$ cat src/rtl/compare_branch_unit.sv
// Branch-resolution stage: registered operands -> 18-bit comparator -> branch decision -> held result.
// Optional build macro SIGNED_CMP_EN selects a two's-complement compare (default: unsigned).
`timescale 1ns/1ps

module EighteenBitComparator (
  input  logic [17:0] i_a,
  input  logic [17:0] i_b,
  output logic        o_equal,
  output logic        o_a_greater,
  output logic        o_a_less
);
  assign o_equal     = (i_a == i_b);
  assign o_a_greater = (i_a >  i_b);
  assign o_a_less    = (i_a <  i_b);
endmodule

module compare_branch_unit #(
  parameter int DATA_W = 18,
  parameter int PC_W   = 10
) (
  input  logic              clk,
  input  logic              rst_n,
  input  logic              in_valid,
  output logic              in_ready,
  input  logic [DATA_W-1:0] op_a,
  input  logic [DATA_W-1:0] op_b,
  input  logic [2:0]        cond,
  input  logic [PC_W-1:0]   pc,
  input  logic [PC_W-1:0]   offset,
  output logic              out_valid,
  input  logic              out_ready,
  output logic              taken,
  output logic [PC_W-1:0]   next_pc,
  output logic [2:0]        flags
);

  typedef enum logic [1:0] {
    S_IDLE    = 2'd0,
    S_CMP     = 2'd1,
    S_RESOLVE = 2'd2,
    S_HOLD    = 2'd3
  } state_t;

  state_t            r_state;
  state_t            w_state_nxt;
  logic [DATA_W-1:0] r_op_a;
  logic [DATA_W-1:0] r_op_b;
  logic [2:0]        r_cond;
  logic [PC_W-1:0]   r_pc;
  logic [PC_W-1:0]   r_offset;
  logic [2:0]        r_flags;
  logic              r_taken;
  logic [PC_W-1:0]   r_next_pc;

  logic [DATA_W-1:0] w_cmp_a;
  logic [DATA_W-1:0] w_cmp_b;
  logic              w_equal;
  logic              w_a_greater;
  logic              w_a_less;
  logic              w_taken;
  logic [PC_W-1:0]   w_next_pc;

`ifdef SIGNED_CMP_EN
  // Flipping the sign bit maps two's complement order onto unsigned order.
  assign w_cmp_a = {~r_op_a[DATA_W-1], r_op_a[DATA_W-2:0]};
  assign w_cmp_b = {~r_op_b[DATA_W-1], r_op_b[DATA_W-2:0]};
`else
  assign w_cmp_a = r_op_a;
  assign w_cmp_b = r_op_b;
`endif

  EighteenBitComparator u_cmp (
    .i_a         (w_cmp_a),
    .i_b         (w_cmp_b),
    .o_equal     (w_equal),
    .o_a_greater (w_a_greater),
    .o_a_less    (w_a_less)
  );

  // r_flags = {A_less, equal, A_greater}
  always_comb begin
    w_taken = 1'b0;
    case (r_cond)
      3'b000:  w_taken = r_flags[1];
      3'b001:  w_taken = ~r_flags[1];
      3'b010:  w_taken = r_flags[2];
      3'b011:  w_taken = r_flags[0];
      3'b100:  w_taken = r_flags[2] | r_flags[1];
      3'b101:  w_taken = r_flags[0] | r_flags[1];
      3'b110:  w_taken = 1'b1;
      default: w_taken = 1'b0;
    endcase
  end

  assign w_next_pc = r_pc + (w_taken ? r_offset : PC_W'(1));

  always_comb begin
    w_state_nxt = r_state;
    case (r_state)
      S_IDLE:    if (in_valid) w_state_nxt = S_CMP;
      S_CMP:     w_state_nxt = S_RESOLVE;
      S_RESOLVE: w_state_nxt = S_HOLD;
      S_HOLD:    if (out_ready) w_state_nxt = S_IDLE;
      default:   w_state_nxt = S_IDLE;
    endcase
  end

  always_ff @(posedge clk or negedge rst_n) begin
    if (!rst_n) begin
      r_state   <= S_IDLE;
      r_op_a    <= '0;
      r_op_b    <= '0;
      r_cond    <= '0;
      r_pc      <= '0;
      r_offset  <= '0;
      r_flags   <= '0;
      r_taken   <= 1'b0;
      r_next_pc <= '0;
    end else begin
      r_state <= w_state_nxt;
      if (r_state == S_IDLE && in_valid) begin
        r_op_a   <= op_a;
        r_op_b   <= op_b;
        r_cond   <= cond;
        r_pc     <= pc;
        r_offset <= offset;
      end
      if (r_state == S_CMP) begin
        r_flags <= {w_a_less, w_equal, w_a_greater};
      end
      if (r_state == S_RESOLVE) begin
        r_taken   <= w_taken;
        r_next_pc <= w_next_pc;
      end
    end
  end

  assign in_ready  = (r_state == S_IDLE);
  assign out_valid = (r_state == S_HOLD);
  assign taken     = r_taken;
  assign next_pc   = r_next_pc;
  assign flags     = r_flags;

endmodule

$ cat config.mk
export PLATFORM = sky130hd
export DESIGN_NAME = compare_branch_unit
export DESIGN_NICKNAME = d
export VERILOG_FILES = /design/src/rtl/compare_branch_unit.sv
export SDC_FILE = /design/constraint.sdc
export NUM_CORES = 1
export LEC_CHECK = 0
export ABC_AREA = 1
export BUFFER_PORTS_ARGS = -buffer_cell sky130_fd_sc_hd__buf_4
export CAP_MARGIN = 10
export CORE_MARGIN = 2
export CORE_UTILIZATION = 30
export CTS_CLUSTER_SIZE = 14
export DETAILED_ROUTE_END_ITERATION = 6
export SLEW_MARGIN = 40
export SYNTH_ARGS = -nofsm -noshare
export SYNTH_HDL_FRONTEND = slang
export SYNTH_SLANG_ARGS = --single-unit
$ cat constraint.sdc
create_clock -name clk -period 2.4 [get_ports clk]
set_input_delay 0.12 -clock clk [delete_from_list [all_inputs] [get_ports clk]]
set_output_delay 0.12 -clock clk [all_outputs]
set_load 0.02 [all_outputs]
==> reports/metrics.cfg <==
[timing]
fin_crit_ps=2280
max_slew_margin=0.545
tightest_slew_ps=683
skew_ps=4.57
setup_viol=0
hold_slack_ps=15.1
max_freq_ghz=0.438
final_max_slew_viol_count=0
rsz0062_at_grt=true
period_share=0.951
hold_violations=0

[yosys]
synthDistinctLibCells=31
syn_nets=517
synth_top_cell_area_share=0.483
synth-edff-count=0
yosys_most_used_dff=dfrtp_1
seq_area_frac_synth=0.483
syn_inst=422
ys_ff_latch=75
yosys_warnings=0
syn_avg_cell_area_sq_um=9.20
netlist_area_sq_um=3880
synth_top_area_cell=dfrtp_1
ys_top_cells_by_area=dfrtp_1, ha_1, mux2_2
async_reset_ff_frac=1.00

[cts]
cts_sinks=75
htreeDepth=3
ctsLongestPathBuffers=2
clk_pin_slew_worst_paths_ps=50
cts-root-buf=clkbuf_16
clkLatencyLatePin_ps=340
cts_made_buffers=9
cts_tree=built

[placed_design]
portBuffers=78
dpl.hpwl_mm=6.07
globalplace.congestion=0.864

[finish]
nets=626
area_growth_pct=37.1
n_antenna_cell=0
final_layout_size_suffix_gt1_frac=0.279

[global_routing]
grt_pass1_wl_mm=14.2
grt_antenna_before_repair=0
grt_remaining_overflow=0
grt_usage=0.128
first_global_vias=3200
grt_max_degree=90

[detailed_routing]
vias=3156
drcViolationCount=0
routed_wirelength_mm=8.72
met3WireLength_microns=483
firstDrtPassIters=4
dr.max_layer_used=met4
drt_iter0_drc=106
dr_wl_met2_mm=4.23
avgRoutedWirePerCell_microns=12.3
viasPerCell=4.46
drt-met1-wl_mm=3.77
ant_nets=0

[worst_hold_path]
hold_class=input port to register

[pwr]
p_leak_nw=2.69
powerDensity_nw_per_um2=1430
power_mw=7.59
ir_worst_vdd_uv=512

[outcome]
status=completed

[floorplanning]
dieArea_sq_um=13900
fp-row-count=41
core-area_sq_um=12600
die_y_microns=118
die_width_microns=118
initial_core_util=0.308
io_pins=79

[critical_path]
critPathLaunchType=register
endpoint_kind=register
cp_data_arrival_time_ps=2510
critPathMaxFanout=4
crit_type=register to register
crit_required_ps=2630

[flow_run]
max-cap-violations=0

==> worst paths after layout <==
path / from / end / slack, ps / cells past startpoint
setup reg to reg: r_cond[1] / next_pc[6] / 120 / 18
hold reg to reg: next_pc[6] / next_pc[6] / 480 / 2
setup / recovery: r_cond[1] / next_pc[6] / 120 / 18
max in group asynchronous: rst_n / r_op_b[1] / 1560 / 2
hold / removal: op_a[4] / r_op_a[4] / 20 / 2
min in group asynchronous: rst_n / r_pc[4] / 380 / 2
==> metrics by stage <==
step | instance area (sq um) | instances | utilization | setup TNS (ps) | setup WS, ps
global placement | 4680 | 665 | 0.371 | 0 | 138
floorplan | 3880 | 422 | - | 0 | 58.1
global route | 5320 | 707 | 0.422 | -133 | -70.4
finish | 5320 | 707 | 0.422 | 0 | 119
CTS | 5230 | 703 | 0.414 | 0 | 61.1
detailed placement | 4680 | 665 | 0.371 | 0 | 74.6
==> logic make-up (layout without fill, tap and decap cells) <==
family	Yosys count	in the layout	share of synthesized area
compound gates	66	66	0.0938
simple gates	154	154	0.166
xor+xnor	1	1	0.00226
flops	75	75	0.483
buf+inv	65	178	0.0657
mux	29	29	0.0841
fa+ha+maj	32	32	0.105
==> state kept, by name (all words and copies together) (netlist names) <==
register,cells
r_op_a,18
r_op_b,18
next_pc,10
r_offset,10
r_pc,10
flags,3
r_cond,3
r_state,2
taken,1
==> cell type report <==
cell class | instances | area (sq um)
Tap cell | 172 | 215
Clock inverter | 1 | 30.0
Multi-Input combinational cell | 282 | 1820
Fill cell | 1272 | 7300
Clock buffer | 14 | 284
Inverter | 54 | 203
Sequential cell | 75 | 1880
Timing Repair Buffer | 109 | 892
==> cells in the mapped netlist, types with 3 or more instances <==
cell type,number
a21oi_1,43
a31oi_1,4
buf_2,6
clkbuf_1,4
dfrtp_1,75
ha_1,31
inv_1,53
mux2_1,6
mux2_2,23
nand2_1,62
nand2_2,7
nand3_1,12
nand4_1,3
nor2_1,62
nor3_1,4
o21ai_0,11
==> worst max-delay path, cell delays in order, from the launching register on <==
cell	delay (ps)
dfrtp_1	390
inv_1	70
nand2_1	70
nor2_1	40
nor2_1	130
nand2_2	90
nand2_2	70
or2_1	100
ha_2	170
inv_2	40
fa_2	330
inv_2	80
nand3_2	70
nand2_2	100
nand2_2	70
a21oi_2	160
o21ai_1	70
nand3_1	70
nand2_1	50
==> layout by cell type (no fill, tap or decap), drive strengths merged, types with 12 or more instances in the layout <==
cell type    count
nand2           69
inv             54
mux2            29
dlygate4sd3     23
o21ai           12
nor2            63
clkbuf          14
nand3           13
ha              31
a21oi           45
dfrtp           75
buf             86
==> per-layer routing <==
layer  up-vias  GRT usage
met2        77      0.215
met4         0     0.0617
met1      1465      0.146
met5         -          0
met3        23     0.0446
li1       1591          -
==> repair_timing <==
action,4_1_cts,5_1_grt
buffers inserted,0,4
hold buffers,23,0
hold endpoints to repair,97,0
resized for setup,0,15
setup endpoints to repair,0,4
==> power breakdown <==
part           internal, mW  switching [mW]  leakage (nW)
clock network         0.912           0.494         0.155
logic                  1.72            2.24          1.68
registers              1.89           0.331         0.856
total                  4.53            3.06          2.69
(Power assumes the default switching activity.)
